$ cat config.mk
export PLATFORM = sky130hd
export DESIGN_NAME = uart_rx_pkt_ctrl
export DESIGN_NICKNAME = d
export VERILOG_FILES = /design/src/rtl/uart_pkg.sv /design/src/rtl/uart_sync_fifo.sv /design/src/rtl/uart_rx_pkt_ctrl.sv
export SDC_FILE = /design/constraint.sdc
export NUM_CORES = 1
export LEC_CHECK = 0
export BUFFER_PORTS_ARGS = -buffer_cell sky130_fd_sc_hd__buf_2
export CAP_MARGIN = 0
export CORE_UTILIZATION = 40
export DETAILED_ROUTE_END_ITERATION = 8
export PLACE_DENSITY = 0.53
export SLEW_MARGIN = 25
export SYNTH_ARGS = -nofsm -noshare
export SYNTH_HDL_FRONTEND = slang
export SYNTH_HIERARCHICAL = 1
export SYNTH_SLANG_ARGS = --single-unit
$ cat constraint.sdc
create_clock -name i_clk -period 3.6 [get_ports i_clk]
set_input_delay 0.72 -clock i_clk [delete_from_list [all_inputs] [get_ports i_clk]]
set_output_delay 0.72 -clock i_clk [all_outputs]
set_load 0.03 [all_outputs]
$ cat src/rtl/uart_pkg.sv
// Shared constants, FSM encodings and helpers for the UART packet path.
package uart_pkg;

  localparam int CLK_F_DEF  = 50000000;
  localparam int UART_B_DEF = 115200;

  localparam logic [1:0] ST_OFF   = 2'd0;
  localparam logic [1:0] ST_ARM   = 2'd1;
  localparam logic [1:0] ST_RUN   = 2'd2;
  localparam logic [1:0] ST_DRAIN = 2'd3;

  function automatic int b_cnt(input int clk_f, input int baud);
    return clk_f / baud;
  endfunction

  function automatic int clog2(input int v);
    int r;
    r = 0;
    while ((1 << r) < v) r++;
    return r;
  endfunction

endpackage

$ cat src/rtl/uart_sync_fifo.sv
// Synchronous FIFO with combinational head read and a tail-MSB set port
// used to mark the final byte of a packet after it was written.
module uart_sync_fifo
  import uart_pkg::*;
#(
  parameter int WIDTH = 9,
  parameter int DEPTH = 16
) (
  input  logic                  i_clk,
  input  logic                  i_rst_n,
  input  logic                  i_flush,
  input  logic                  i_push,
  input  logic                  i_pop,
  input  logic                  i_set_last,
  input  logic [WIDTH-1:0]      i_wdata,
  output logic [WIDTH-1:0]      o_rdata,
  output logic [clog2(DEPTH):0] o_fill
);

  localparam int AW = clog2(DEPTH);

  logic [WIDTH-1:0] r_mem [DEPTH];
  logic [AW-1:0]    r_wr;
  logic [AW-1:0]    r_rd;
  logic [AW:0]      r_fill;
  logic [AW-1:0]    w_tail;
  logic             w_full;
  logic             w_wr;
  logic             w_rd;

  assign w_tail  = r_wr - AW'(1);
  assign w_full  = (r_fill == (AW+1)'(DEPTH));
  assign w_wr    = i_push & (~w_full | i_pop);
  assign w_rd    = i_pop & (r_fill != '0);
  assign o_rdata = r_mem[r_rd];
  assign o_fill  = r_fill;

  always_ff @(posedge i_clk or negedge i_rst_n) begin
    if (!i_rst_n) begin
      for (int i = 0; i < DEPTH; i++) r_mem[i] <= '0;
      r_wr   <= '0;
      r_rd   <= '0;
      r_fill <= '0;
    end else if (i_flush) begin
      r_wr   <= '0;
      r_rd   <= '0;
      r_fill <= '0;
    end else begin
      if (w_wr) begin
        r_mem[r_wr] <= i_wdata;
        r_wr        <= r_wr + AW'(1);
      end
      if (w_rd) r_rd <= r_rd + AW'(1);
      if (i_set_last) r_mem[w_tail][WIDTH-1] <= 1'b1;
      unique case ({w_wr, w_rd})
        2'b10:   r_fill <= r_fill + (AW+1)'(1);
        2'b01:   r_fill <= r_fill - (AW+1)'(1);
        default: r_fill <= r_fill;
      endcase
    end
  end

endmodule

$ cat src/rtl/uart_rx_pkt_ctrl.sv
// Sequences the UART receiver enable and packetises its bytes,
// closing a packet after an inter-byte silence timeout.
module uart_rx_pkt_ctrl
  import uart_pkg::*;
#(
  parameter int CLK_F     = CLK_F_DEF,
  parameter int UART_B    = UART_B_DEF,
  parameter int IDLE_BITS = 20,
  parameter int DEPTH     = 16
) (
  input  logic                  i_clk,
  input  logic                  i_rst_n,
  input  logic                  i_enable,
  input  logic                  i_flush,
  input  logic                  i_clr_err,
  input  logic [7:0]            i_rx_data,
  input  logic                  i_rx_done,
  input  logic                  i_rx_busy,
  output logic                  o_rx_en,
  output logic [7:0]            o_m_data,
  output logic                  o_m_valid,
  input  logic                  i_m_ready,
  output logic                  o_m_last,
  output logic [clog2(DEPTH):0] o_fill,
  output logic                  o_overrun
);

  localparam int AW    = clog2(DEPTH);
  localparam int B_CNT = b_cnt(CLK_F, UART_B);
  localparam int TMO   = IDLE_BITS * B_CNT;
  localparam int CW    = clog2(TMO + 1);

  logic [1:0]    r_state;
  logic          r_done_q;
  logic          r_open;
  logic          r_ovr;
  logic [CW-1:0] r_cnt;

  logic          w_evt;
  logic          w_rx_act;
  logic          w_push;
  logic          w_full;
  logic          w_pop;
  logic          w_push_acc;
  logic          w_drop;
  logic          w_tmo;
  logic          w_fclose;
  logic          w_close;
  logic [AW:0]   w_fill;
  logic [8:0]    w_head;

  assign w_evt    = i_rx_done & ~r_done_q;
  assign w_rx_act = (r_state == ST_RUN) | (r_state == ST_DRAIN);
  assign w_push   = w_evt & w_rx_act;
  assign w_full   = (w_fill == (AW+1)'(DEPTH));

  // Newest byte of an open packet stays hidden until its last bit is known
  assign o_m_valid = (w_fill >= (AW+1)'(2))
                   | ((w_fill == (AW+1)'(1)) & ~r_open);

  assign w_pop      = o_m_valid & i_m_ready & ~i_flush;
  assign w_push_acc = w_push & ~i_flush & (~w_full | w_pop);
  assign w_drop     = w_push & ~i_flush & w_full & ~w_pop;

  assign w_tmo = r_open & ~w_push_acc & ~i_rx_busy
               & (r_cnt == CW'(TMO - 1));
  assign w_fclose = (r_state == ST_DRAIN) & ~i_rx_busy & ~w_evt;
  assign w_close  = (w_tmo | w_fclose) & r_open & ~i_flush;

  assign o_rx_en = (r_state == ST_ARM)
                 | (r_state == ST_RUN)
                 | ((r_state == ST_DRAIN) & (i_rx_busy | w_evt));

  assign o_m_data  = w_head[7:0];
  assign o_m_last  = w_head[8];
  assign o_fill    = w_fill;
  assign o_overrun = r_ovr;

  always_ff @(posedge i_clk or negedge i_rst_n) begin
    if (!i_rst_n) begin
      r_state <= ST_OFF;
    end else begin
      unique case (r_state)
        ST_OFF:   if (i_enable) r_state <= ST_ARM;
        ST_ARM:   r_state <= ST_RUN;
        ST_RUN:   if (!i_enable) r_state <= ST_DRAIN;
        ST_DRAIN: if (w_fclose) r_state <= ST_OFF;
        default:  r_state <= ST_OFF;
      endcase
    end
  end

  always_ff @(posedge i_clk or negedge i_rst_n) begin
    if (!i_rst_n) begin
      r_done_q <= 1'b0;
      r_ovr    <= 1'b0;
    end else begin
      r_done_q <= i_rx_done;
      if (w_drop) r_ovr <= 1'b1;
      else if (i_clr_err) r_ovr <= 1'b0;
    end
  end

  always_ff @(posedge i_clk or negedge i_rst_n) begin
    if (!i_rst_n) begin
      r_open <= 1'b0;
      r_cnt  <= '0;
    end else if (i_flush) begin
      r_open <= 1'b0;
      r_cnt  <= '0;
    end else begin
      if (w_push_acc) r_open <= 1'b1;
      else if (w_close) r_open <= 1'b0;
      if (w_push_acc | i_rx_busy | w_close) r_cnt <= '0;
      else if (r_open) r_cnt <= r_cnt + CW'(1);
    end
  end

  uart_sync_fifo #(
    .WIDTH (9),
    .DEPTH (DEPTH)
  ) u_fifo (
    .i_clk      (i_clk),
    .i_rst_n    (i_rst_n),
    .i_flush    (i_flush),
    .i_push     (w_push_acc),
    .i_pop      (w_pop),
    .i_set_last (w_close),
    .i_wdata    ({1'b0, i_rx_data}),
    .o_rdata    (w_head),
    .o_fill     (w_fill)
  );

endmodule

==> results of run 1 <==
[kinds of logic (layout without fill, tap and decap cells)]
kind of cell | count (synthesis) | after routing | share of synthesized area
xor+xnor | 8 | 8 | 0.00774
flops | 176 | 176 | 0.487
fa+ha+maj | 12 | 12 | 0.0166
simple gates | 126 | 126 | 0.0789
buf+inv | 54 | 95 | 0.0279
mux | 196 | 196 | 0.297
compound gates | 93 | 93 | 0.0845
other cells | 1 | 7 | 0.000414
[final cells by class]
type / count / area share
Tap cell: 280 / 0.0345
Inverter: 11 / 0.00407
Sequential cell: 176 / 0.434
Timing Repair Buffer: 52 / 0.0349
Clock inverter: 12 / 0.0122
Clock buffer: 20 / 0.0450
Multi-Input combinational cell: 442 / 0.436
[power groups by stage]
stage | combinational (mW) | sequential [mW] | clock, mW
after floorplan | 0.724 | 2.18 | 0
final | 1.01 | 2.14 | 1.82
after detailed placement | 1.02 | 2.18 | 0
after global placement | 0.995 | 2.17 | 0
after global routing | 1.10 | 2.16 | 1.97
after CTS | 1.02 | 2.14 | 1.87
[layer usage]
layer,track usage,up-vias
li1,-,2577
met1,0.271,3099
met2,0.318,120
met3,0.0412,23
met4,0.0539,0
met5,0,-
[layout by cell type, fill, tap and decap left out, types with 3 or more instances in the layout]
master,synthesis,final
nor3_1,14,14
nand3b_1,6,6
a31oi_1,6,6
inv_1,10,10
buf_12,0,3
ha_1,12,12
nor4_1,7,7
dfrtp_1,176,175
nand2b_1,9,9
xnor2_1,5,5
buf_4,0,17
o21a_1,4,4
xor2_1,3,3
buf_2,14,31
mux2i_1,20,20
mux4_2,45,45
a311oi_1,3,3
nor2_1,17,17
inv_6,0,3
a21oi_1,13,13
clkbuf_16,0,17
o2111ai_1,3,3
or3_1,3,3
conb_1,1,7
inv_8,0,3
nand2_1,22,22
nor2b_1,7,6
o21ai_0,21,21
nand4_1,10,10
o211ai_1,7,7
or3b_2,4,4
nand3_1,12,12
a211oi_2,5,5
a211o_2,4,4
a211oi_4,8,8
nand4b_1,3,3
mux2_2,129,129
[final timing paths]
check,from,end,slack (ns),cells past startpoint
max,r_state[0],u_fifo/o_fill[3],0.32,12
min,i_rst_n,asynchronous set/reset pin,0.27,1
max reg2reg,r_state[0],u_fifo/o_fill[3],0.32,12
min reg2reg,register,register,0.50,1
max in group asynchronous,i_rst_n,asynchronous set/reset pin,2.29,2
min in group i_clk,i_rx_done,r_done_q,0.43,1
==> metrics.yaml, run 1 <==
run_status:
  status: "finished clean"
detailed_routing:
  highest_layer: "met4"
  wl_met2_um: 10300
  wl_um: 21500
  drt_pre_antenna_iters: 6
  post_drt_wl_per_cell_um: 21.7
  routed-wl-met3_um: 712
  vias: 5819
  wl_met1_um: 10100
  first_iter_violations: 295
  antenna_left: 0
  vias_per_cell: 5.86
  drc: 0
die:
  fp-row-count: 54
  die-width_um: 152
  dieArea_mm2: 0.0232
  ios: 33
  fp.dieH_um: 152
  start_util: 0.411
  core-area_mm2: 0.0220
sta:
  drv_slew: 0
  max_freq_ghz: 0.305
  setup_tns_ns: 0
  final.min_clock_period_ns: 3.28
  setup_violations: 0
  setup_ws_ns: 0.320
  grt_setup_unrepaired: "no"
  skew_ns: 0.00934
  timing.final.crit_share: 0.911
  hold_violations: 0
  tightest_slew_ns: 0.959
  whs_ns: 0.272
  slew-limit-headroom: 0.359
worst_setup_path:
  required_ns: 3.92
  cp_slowest_cell: "or3_1"
  critPathKind: "reg -> reg"
  cp.arrival_ns: 3.60
  cp_cell_sequence: "inv_1 -> ha_1 -> nor2_1 -> or3_1 -> nor2_1 -> buf_4 -> nor2b_1 -> o21ai_2 -> inv_1 -> ha_1 -> or3_1 -> a311oi_1"
  worstSetupStartpointType: "register"
  crit_family: "simple AND/OR/NAND/NOR gates"
  critPathMaxFanout: 7
  crit_path_end_kind: "register"
  max_stage_delay_ns: 0.39
  critPathBufInv: 3
clock_network:
  htreeDepth: 4
  clk_pin_slew_worst_paths_ns: 0.07
  cts_hold_buf: 0
  post-cts-setup-buffers: 0
  numCtsBuffers: 17
  cts_tree: "yes"
  root_buffer: "clkbuf_16"
  cts_sinks: 176
  insertion_delay_ns: 0.42
  ctsResizeCount: 0
  clockBufferDepth: 2
placed_design:
  gp_congestion: 0.860
  port-buffer-count: 32
  post-place-ws_ns: 0.228
  hpwl_um: 14000
  dpl-instance-area_mm2: 0.00957
  place_inst: 961
global_route:
  grt.total_usage: 0.197
  overflow: 0
  grt_pass1_wl_um: 35000
  antenna_found_initial: 0
  grt_pass1_vias: 6142
  grt_max_degree: 74
layout:
  diodes: 0
  postLayoutCellArea_mm2: 0.0102
  fillCellCount: 2009
  layout-drive-gt1-share: 0.411
  instances_no_fill: 993
  regArea_mm2: 0.00441
  syn2layout_area_growth_pct: 12.2
  utilization: 0.461
  final_nets: 728
  multi_input_area_mm2: 0.00443
pwr:
  p_leak_nw: 4.53
  p_switching_mw: 1.50
  comb_power_share: 0.203
  p_per_area_mw_per_mm2: 490
  power_mw: 4.97
  swShare: 0.303
  intPower_mw: 3.47
  seqPwrFrac: 0.431
  vdd_ir_drop_max_mv: 0.281
  clkPwrFrac: 0.366
synth:
  synth_top_area_cell: "dfrtp_1"
  synthCells: 666
  post-synth-top-count-cell: "dfrtp_1"
  netlist_area_mm2: 0.00905
  yosysTopAreaCellShare: 0.487
  synth_edf_count: 0
  ys.flop_type: "dfrtp_1"
  synthArstFlopShare: 1.00
  yosys-top-cells-count: "176 x dfrtp_1, 129 x mux2_2, 45 x mux4_2"
  syn_avg_cell_area_um2: 13.6
  ys_warn_count: 6
  ys_types: 63
  synthTopCellsByArea: "dfrtp_1 49%, mux2_2 16%, mux4_2 11%"
  ys_ff_latch: 176
  yosysSeqAreaShare: 0.487
hold_path:
  hp-class: "in -> async"
run:
  maxCapViolations: 0
No activity file was read; power rests on OpenSTA's default activity.
==> run 2, diff against run 1 <==
--- a/config.mk
+++ b/config.mk
@@ -15,3 +15,2 @@
 export SYNTH_HDL_FRONTEND = slang
-export SYNTH_HIERARCHICAL = 1
 export SYNTH_SLANG_ARGS = --single-unit
--- a/constraint.sdc
+++ b/constraint.sdc
@@ -3,2 +3,2 @@
 set_output_delay 0.72 -clock i_clk [all_outputs]
-set_load 0.03 [all_outputs]
+set_load 0.02 [all_outputs]
==> metrics.yaml, run 2 <==
clock_network:
  post-cts-setup-buffers: 0  # unchanged
  numCtsBuffers: 17  # unchanged
  htreeDepth: 4  # unchanged
  clockBufferDepth: 2  # unchanged
  cts_hold_buf: 0  # unchanged
  cts_tree: "yes"  # unchanged
  cts_sinks: 176  # unchanged
  clk_pin_slew_worst_paths_ns: 0.06  # was 0.07 ns
  insertion_delay_ns: 0.43  # was 0.42 ns
  ctsResizeCount: 0  # unchanged
  root_buffer: "clkbuf_16"  # unchanged
synth:
  post-synth-top-count-cell: "dfrtp_1"  # unchanged
  synthArstFlopShare: 1.00  # unchanged
  synth_edf_count: 0  # unchanged
  netlist_area_mm2: 0.00856  # was 0.00905 mm2
  ys_ff_latch: 176  # unchanged
  synth_top_family_by_area: "multiplexers"  # unchanged
  yosysTopAreaCellShare: 0.514  # was 0.487
  yosys.area_share.simple: 0.0787  # was 0.0789
  yosys-top-cells-count: "176 x dfrtp_1, 128 x mux2_2, 45 x mux4_2"  # was 176 x dfrtp_1, 129 x mux2_2, 45 x mux4_2
  synth_xor_area_frac: 0.00511  # was 0.00774
  syn_nets: 648
  yosysSeqAreaShare: 0.514  # was 0.487
  synth_mux_area_frac: 0.295  # was 0.297
  synth_fa_ha_area_frac: 0.0219  # was 0.0166
  synth_top_area_cell: "dfrtp_1"  # unchanged
  ys.flop_type: "dfrtp_1"  # unchanged
  synthCells: 617  # was 666
  ys_types: 55  # was 63
  synth_compound_area_frac: 0.0603  # was 0.0845
  ys_warn_count: 0  # was 6
  synthTopCellsByArea: "dfrtp_1 51%, mux2_2 17%, mux4_2 12%"  # was dfrtp_1 49%, mux2_2 16%, mux4_2 11%
  syn_avg_cell_area_um2: 13.9  # was 13.6 um2
sta:
  tightest_slew_ns: 0.701  # was 0.959 ns
  slew-limit-headroom: 0.533  # was 0.359
  setup_violations: 0  # unchanged
  setup_ws_ns: 0.384  # was 0.320 ns
  skew_ns: 0.0139  # was 0.00934 ns
  timing.final.crit_share: 0.893  # was 0.911
  whs_ns: 0.246  # was 0.272 ns
  drv_slew: 0  # unchanged
  max_freq_ghz: 0.311  # was 0.305 GHz
  final.min_clock_period_ns: 3.22  # was 3.28 ns
  grt_setup_unrepaired: "no"  # unchanged
  hold_violations: 0  # unchanged
  setup_tns_ns: 0  # unchanged
worst_setup_path:
  crit_path_end_kind: "primary output"  # was register
  critPathMaxFanout: 14  # was 7
  critPathKind: "reg -> out"  # was reg -> reg
  worstSetupStartpointType: "register"  # unchanged
  required_ns: 2.88  # was 3.92 ns
  cp.arrival_ns: 2.50  # was 3.60 ns
pwr:
  seqPwrFrac: 0.443  # was 0.431
  intPower_mw: 3.57  # was 3.47 mW
  p_per_area_mw_per_mm2: 535  # was 490 mW/mm2
  clkPwrFrac: 0.331  # was 0.366
  comb_power_share: 0.226  # was 0.203
  swShare: 0.306  # was 0.303
  vdd_ir_drop_max_mv: 0.261  # was 0.281 mV
  p_switching_mw: 1.57  # was 1.50 mW
  p_leak_nw: 4.43  # was 4.53 nW
layout:
  layout-drive-gt1-share: 0.402  # was 0.411
  final_common_cell: "dfrtp_1"  # unchanged
  syn2layout_area_growth_pct: 12.3  # was 12.2%
  utilization: 0.457  # was 0.461
  final_cell_mix: "174 x dfrtp_1, 128 x mux2_2, 45 x mux4_2"  # was 175 x dfrtp_1, 129 x mux2_2, 45 x mux4_2
  diodes: 0  # unchanged
  instances_no_fill: 931  # was 993
  final_nets: 674  # was 728
global_route:
  overflow: 0  # unchanged
  antenna_found_initial: 0  # unchanged
  grt.total_usage: 0.194  # was 0.197
  grt_pass1_wl_um: 32000  # was 35000 um
  grt_pass1_vias: 5629  # was 6142
  grt_max_degree: 84  # was 74
die:
  start_util: 0.407  # was 0.411
  die-width_um: 148  # was 152 um
  fp.dieH_um: 148  # was 152 um
  ios: 33  # unchanged
  core-area_mm2: 0.0210  # was 0.0220 mm2
  dieArea_mm2: 0.0220  # was 0.0232 mm2
  fp-row-count: 53  # was 54
placed_design:
  post-place-ws_ns: 0.605  # was 0.228 ns
  place_inst: 899  # was 961
  gp_congestion: 0.833  # was 0.860
  port-buffer-count: 32  # unchanged
  hpwl_um: 12900  # was 14000 um
detailed_routing:
  drt_pre_antenna_iters: 5  # was 6
  antenna_left: 0  # unchanged
  vias_per_cell: 5.71  # was 5.86
  wl_um: 19600  # was 21500 um
  first_iter_violations: 367  # was 295
  drc: 0  # unchanged
  vias: 5315  # was 5819
  post_drt_wl_per_cell_um: 21.1  # was 21.7 um
hold_path:
  hp-class: "in -> async"  # unchanged
run:
  maxCapViolations: 0  # unchanged
run_status:
  status: "finished clean"  # unchanged
==> run 2: cell count changes after synthesis, moves of 8 or more <==
cell | previous run | this run
a22o_1 | 0 | 13
o21ai_0 | 21 | 11
a211oi_4 | 8 | 0
mux2i_1 | 20 | 5
nand2_1 | 22 | 32
==> run 2: kinds of logic (layout without fill, tap and decap cells) <==
kind of cell,after synthesis,count (layout)
fa+ha+maj,15,15
simple gates,120,120
xor+xnor,5,5
flops,176,176
mux,180,180
compound gates,68,68
buf+inv,53,92
==> run 2: through the flow <==
step	power [mW]	cell area, um2
2_1_floorplan	3.10	8560
3_3_place_gp	3.44	9070
3_5_place_dp	3.49	9070
4_1_cts	5.21	9610
5_1_grt	5.42	9610
6_report	5.14	9610
==> run 2: final timing paths <==
path                                   start                end  slack [ns]  cells past startpoint
min in group i_clk                 i_rx_done           r_done_q        0.42                      1
hold / removal                       i_rst_n   u_fifo.o_fill[4]        0.25                      1
setup reg to reg            u_fifo.o_fill[1]           register        0.55                      7
hold reg to reg            u_fifo.r_mem[116]  u_fifo.r_mem[116]        0.49                      2
setup / recovery              u_fifo.r_rd[0]        o_m_data[3]        0.38                      4
max in group asynchronous            i_rst_n     u_fifo.r_rd[1]        2.44                      2
==> run 2: power groups by stage <==
stage	clock network, mW	logic (mW)	registers (mW)
floorplan	0	0.835	2.26
global placement	0	1.14	2.30
detailed placement	0	1.17	2.32
CTS	1.75	1.18	2.28
global route	1.84	1.27	2.30
finish	1.70	1.16	2.28
==> run 2: metal layers <==
metal,vias to the layer above,wire length (um),global-route usage
met5,-,0,0
met4,0,274,0.0593
met3,17,658,0.0362
met2,98,9370,0.300
met1,2829,9320,0.276
li1,2371,-,-
==> run 2: layout make-up <==
cell class	instances	area, um2
well taps	275	344
flip-flops and latches	176	4410
fillers	1862	11400
repair buffers	46	322
multi-input cells	388	3950
clock inverters	12	82.6
clock buffers	20	457
inverters	14	52.6
==> run 2: critical path: stages (launching register included) <==
cell and delay, ns:
dfrtp_2 0.58, buf_12 0.23, mux4_2 0.57, mux4_2 0.50, buf_2 0.18
